### config.mk
export PLATFORM = sky130hd
export DESIGN_NAME = data_pipe_rr_gate_arb
export DESIGN_NICKNAME = d
export VERILOG_FILES = /design/src/rtl/data_pipe_arb_pkg.sv /design/src/rtl/data_pipe_rr_pick.sv /design/src/rtl/data_pipe_rr_gate_arb.sv
export SDC_FILE = /design/constraint.sdc
export NUM_CORES = 1
export LEC_CHECK = 0
export BUFFER_PORTS_ARGS = -buffer_cell sky130_fd_sc_hd__buf_2
export CAP_MARGIN = 20
export CORE_ASPECT_RATIO = 0.5
export CORE_MARGIN = 10
export CORE_UTILIZATION = 45
export DETAILED_ROUTE_END_ITERATION = 16
export PLACE_DENSITY = 0.86
export SYNTH_ARGS = -nofsm -noshare
export SYNTH_HDL_FRONTEND = slang
export SYNTH_SLANG_ARGS = --single-unit
### constraint.sdc
create_clock -name clock -period 3.6 [get_ports clock]
set_clock_uncertainty 0.15 [all_clocks]
set_input_delay 0.18 -clock clock [delete_from_list [all_inputs] [get_ports clock]]
set_output_delay 0.18 -clock clock [all_outputs]
set_load 0.01 [all_outputs]
### src/rtl/data_pipe_arb_pkg.sv
// data_pipe_arb_pkg: shared state encoding and helpers for the round-robin gate arbiter.
package data_pipe_arb_pkg;

    localparam int MAX_NUM = 64;

    typedef enum logic [1:0] {
        IDLE,
        SWITCH,
        GRANT
    } ARB_STATE;

    function automatic logic [MAX_NUM-1:0] onehot(input int unsigned idx, input int unsigned num);
        return (idx < num) ? (MAX_NUM'(1) << idx) : '0;
    endfunction

endpackage

### src/rtl/data_pipe_rr_pick.sv
// data_pipe_rr_pick: rotate-priority select starting after the current grant.
module data_pipe_rr_pick
    import data_pipe_arb_pkg::*;
#(
    parameter int NUM   = 8,
    parameter int NSIZE = $clog2(NUM)
) (
    input  logic [NUM-1:0]   req,
    input  logic [NSIZE-1:0] grant,
    output logic [NSIZE-1:0] next,
    output logic             any_other
);

    int unsigned idx;
    logic        found;

    // The current grant is visited last, so it has the lowest priority.
    always_comb begin
        next  = grant;
        found = 1'b0;
        idx   = 0;
        for (int k = 1; k <= NUM; k++) begin
            idx = (32'(grant) + 32'(k)) % NUM;
            if (!found && req[idx]) begin
                next  = NSIZE'(idx);
                found = 1'b1;
            end
        end
    end

    assign any_other = |(req & ~NUM'(onehot(32'(grant), NUM)));

endmodule

### src/rtl/data_pipe_rr_gate_arb.sv
// data_pipe_rr_gate_arb: round-robin gate in front of the multi-source data pipe interconnect,
// bounding each grant to BURST beats and masking all streams for GAP cycles around a switch.
module data_pipe_rr_gate_arb
    import data_pipe_arb_pkg::*;
#(
    parameter int DSIZE = 8,
    parameter int NUM   = 8,
    parameter int NSIZE = $clog2(NUM),
    parameter int BURST = 16,
    parameter int GAP   = 4
) (
    input  logic                 clock,
    input  logic                 rst,
    input  logic                 clk_en,
    input  logic [NUM-1:0]       s00_valid,
    input  logic [NUM*DSIZE-1:0] s00_data,
    output logic [NUM-1:0]       s00_ready,
    output logic [NUM-1:0]       m00_valid,
    output logic [NUM*DSIZE-1:0] m00_data,
    input  logic [NUM-1:0]       m00_ready,
    output logic [NSIZE-1:0]     addr,
    output logic                 busy
);

    localparam int BSIZE = $clog2(BURST + 1);
    localparam int GSIZE = $clog2(GAP);

    ARB_STATE         state, state_d;
    logic [NSIZE-1:0] grant_d, next;
    logic [BSIZE-1:0] beat_cnt, beat_d;
    logic [GSIZE-1:0] gap_cnt, gap_d;
    logic [NUM-1:0]   gate, gate_d, gate_oh;
    logic             any_other, hs, quota, drop;

    for (genvar i = 0; i < NUM; i++) begin : g_stream
        assign m00_data[i*DSIZE +: DSIZE] = s00_data[i*DSIZE +: DSIZE];
        assign m00_valid[i]               = s00_valid[i] & gate[i];
        assign s00_ready[i]               = m00_ready[i] & gate[i];
    end

    data_pipe_rr_pick #(.NUM(NUM), .NSIZE(NSIZE)) u_pick (
        .req       (s00_valid),
        .grant     (addr),
        .next      (next),
        .any_other (any_other)
    );

    assign gate_oh = NUM'(onehot(32'(addr), NUM));
    assign hs      = m00_valid[addr] & m00_ready[addr] & clk_en;
    assign quota   = hs & (beat_cnt == BSIZE'(BURST - 1));
    assign drop    = ~s00_valid[addr] & ~hs;
    assign busy    = (state == GRANT);

    always_comb begin
        state_d = state;
        grant_d = addr;
        beat_d  = beat_cnt;
        gap_d   = gap_cnt;
        gate_d  = gate;
        if (clk_en) begin
            case (state)
                IDLE: begin
                    gate_d = '0;
                    if (|s00_valid) begin
                        grant_d = next;
                        gap_d   = '0;
                        state_d = SWITCH;
                    end
                end
                SWITCH: begin
                    gate_d = '0;
                    gap_d  = gap_cnt + GSIZE'(1);
                    if (gap_cnt == GSIZE'(GAP - 1)) begin
                        beat_d  = '0;
                        gate_d  = gate_oh;
                        state_d = GRANT;
                    end
                end
                GRANT: begin
                    beat_d = hs ? beat_cnt + BSIZE'(1) : beat_cnt;
                    // Gate only closes after a completed beat or a dropped valid, never mid-handshake.
                    if (quota || drop) begin
                        if (any_other) begin
                            gate_d  = '0;
                            grant_d = next;
                            gap_d   = '0;
                            state_d = SWITCH;
                        end else if (quota) begin
                            beat_d = '0;
                        end else begin
                            gate_d  = '0;
                            state_d = IDLE;
                        end
                    end
                end
                default: begin
                    gate_d  = '0;
                    state_d = IDLE;
                end
            endcase
        end
    end

    always_ff @(posedge clock or posedge rst) begin
        if (rst) begin
            state    <= IDLE;
            addr     <= '0;
            beat_cnt <= '0;
            gap_cnt  <= '0;
            gate     <= '0;
        end else begin
            state    <= state_d;
            addr     <= grant_d;
            beat_cnt <= beat_d;
            gap_cnt  <= gap_d;
            gate     <= gate_d;
        end
    end

endmodule

==> qor.yml <==
drive_gt1_frac: 0.256
dieWidth_um: 132
cap_violations: 0
wirelength_um: 6620
crit_path_end_kind: "flop"
switching_share: 0.478
place.gp.congestion: 0.938
max_stage_delay_ns: 0.90
clkPwrFrac: 0.143
path_clk_slew_ns: 0.07
area.growth.synth_to_final_pct: -6.33
first_pass_iters: 6
nets: 387
wl_per_cell_um: 17.4
hp-class: "primary input to flop"
ys_types: 58
period_share: 0.825
hold_viol: 0
worstSkewPairLatency_ns: 0.26
slew_headroom: 0.435
synth_flop_cell: "dfrtp_1"
r2r_slack_ns: 0.63
async_flop_share: 1.00
rsz0062_at_grt: "false"
root_buffer: "clkbuf_16"
finalCriticalPeriod_ns: 2.97
final_antenna_net_count: 0
cts_max_level: 1
setup_viol: 0
grt_max_degree: 31
grt_pass1_wl_um: 10900
dr.first_iter.drc_count: 121
status: "finished clean"
antenna_found_initial: 0
cts_buffer_depth: 2
netlist_instances: 326
worstHoldEndpoint: "state[0]"
syn_nets: 419
timing.fmax_mhz: 336
crit_fanout: 20
crit_type: "flop to flop"
required_ns: 3.59
fp-row-count: 20
dieHeight_um: 76.0
vias: 2257
core_area_sq_um: 6080
viasPerCell: 5.92
cts_setup_buffers: 0
placed_cell_area_sq_um: 2530
cp_cell_sequence: "ha_1 -> o22ai_1 -> nor4_2 -> and2_4 -> a21oi_2 -> o21ai_4 -> mux2_4"
grt_pass1_vias: 2237
port_buffers: 38
reg2reg_to: "gate[5]"
yosys_warnings: 0
cp.arrival_ns: 2.96
tightest_slew_ns: 0.847
place_hpwl_um: 4900
grt-ovfl-total: 0
min_from: "clk_en"
combPwrFrac: 0.701
most-common-layout-cells: "buf_2, mux2i_1, nand2_1"
final.fill_count: 583
p_sw_mw: 1.06
power_density_nw_per_um2: 838
whs_path_depth: 2
diodes: 0
grtUsageTotal: 0.125
synth.avg_cell_area_sq_um: 8.67
final_common_cell: "buf_2"
seq_power_share: 0.156
reg2reg_from: "addr[2]"
timing.hold.ws_ns: 0.0964
clock_sink_count: 20
finalInstanceArea_sq_um: 2650
cp_slowest_cell: "dfrtp_1"
ff2ff_path_depth: 7
drc: 0
fin_tns_setup_ns: 0
synth_edf_count: 0
p_int_mw: 1.16
slew_viol_final: 0
dieArea_sq_um: 10000
tritoncts: "built"
cp-start-kind: "flop"
synthesis.area_sq_um: 2830
seq_area_frac_synth: 0.177
vdd_drop_max_uv: 274
ioPinCount: 167
p_leak_nw: 1.24
cts-buffers-inserted: 3
start_util: 0.465
synth_seq_cells: 20
-- how the worst max path moves through the flow --
stage | cells past startpoint | end | startpoint
after floorplan | 13 | addr[1] | addr[0]
after global placement | 7 | gate[5] | addr[2]
after detailed placement | 7 | gate[6] | addr[2]
after CTS | 7 | gate[5] | addr[2]
after global routing | 9 | addr[1] | addr[0]
final | 7 | gate[5] | addr[2]
-- flip-flops by register name, summed over array words and instances, names as in the netlist --
signal,cells
gap_cnt,2
beat_cnt,5
addr,3
state,2
gate,8
-- stage by stage --
stage | power [mW] | std cells | utilization | setup WS, ns
floorplan | 1.71 | 326 | - | 0.275
global placement | 1.84 | 376 | 0.416 | 0.743
detailed placement | 1.87 | 376 | 0.416 | 0.690
CTS | 2.20 | 381 | 0.435 | 0.669
global route | 2.38 | 381 | 0.435 | 0.424
finish | 2.22 | 381 | 0.435 | 0.628
-- cells in the mapped netlist (2+ instances only) --
library cell	n	area [sq um]
nor4_1	2	12.5
and2_1	15	93.8
nor3_1	2	10.0
mux2_4	4	60.1
a31o_2	2	17.5
buf_6	4	45.0
mux2i_1	26	260
buf_12	2	40.0
o221a_2	2	22.5
nor2b_1	7	43.8
nand4b_1	3	26.3
a31oi_1	4	25.0
xnor2_1	2	17.5
o211ai_1	2	15.0
clkbuf_1	3	11.3
o221ai_1	2	17.5
buf_4	67	503
nand2_1	22	82.6
o21ai_0	12	60.1
o31ai_1	2	15.0
and3_1	6	37.5
inv_1	21	78.8
nand2b_1	6	37.5
dfrtp_1	20	500
a21oi_1	8	40.0
nand4_1	6	37.5
o22ai_1	5	31.3
nand3_1	6	30.0
a21oi_2	2	17.5
mux4_2	7	158
nor2_1	17	63.8
a22oi_1	2	15.0
ha_1	10	125
-- critical path: cells and delay by family, from the launching register on --
family                   cells  cell delay [ns]
adder cells (fa/ha/maj)      1             0.31
flip-flops                   1             0.90
AO/OA/AOI/OAI                3             0.54
AND/OR/NAND/NOR              2             0.61
multiplexers                 1             0.34
-- layout make-up --
class | instances | area [sq um] | share of cell area
Sequential cell | 20 | 500 | 0.189
Tap cell | 88 | 110 | 0.0416
Multi-Input combinational cell | 206 | 1630 | 0.617
Clock buffer | 3 | 75.1 | 0.0284
Clock inverter | 1 | 30.0 | 0.0113
Inverter | 22 | 82.6 | 0.0312
Timing Repair Buffer | 41 | 215 | 0.0813
-- per-layer routing --
metal,GRT usage,part of all wire
met1,0.138,0.36
met2,0.219,0.48
met3,0.0349,0.12
met4,0.0629,0.040
met5,0,0
-- power by group through the flow --
| stage | Combinational (mW) | Sequential, mW | Clock (mW) |
|---|---|---|---|
| finish | 1.56 | 0.345 | 0.318 |
| detailed placement | 1.52 | 0.347 | 0 |
| floorplan | 1.38 | 0.322 | 0 |
| global route | 1.70 | 0.353 | 0.331 |
| global placement | 1.49 | 0.344 | 0 |
| CTS | 1.54 | 0.344 | 0.318 |
-- cell families after synthesis --
logic type               Yosys count  synth area share
AND/OR/NAND/NOR                  103             0.207
buffers and inverters            100             0.245
AO/OA/AOI/OAI                     51             0.129
multiplexers                      39             0.182
flip-flops                        20             0.177
adder cells (fa/ha/maj)           10            0.0443
XOR/XNOR                           3            0.0159
-- what timing repair did --
item / CTS / global route
hold buffers: 1 / 0
endpoints found under the hold margin: 20 / 0
gates resized for setup: 0 / 0
Note: power is estimated with default switching activity, not from simulation.
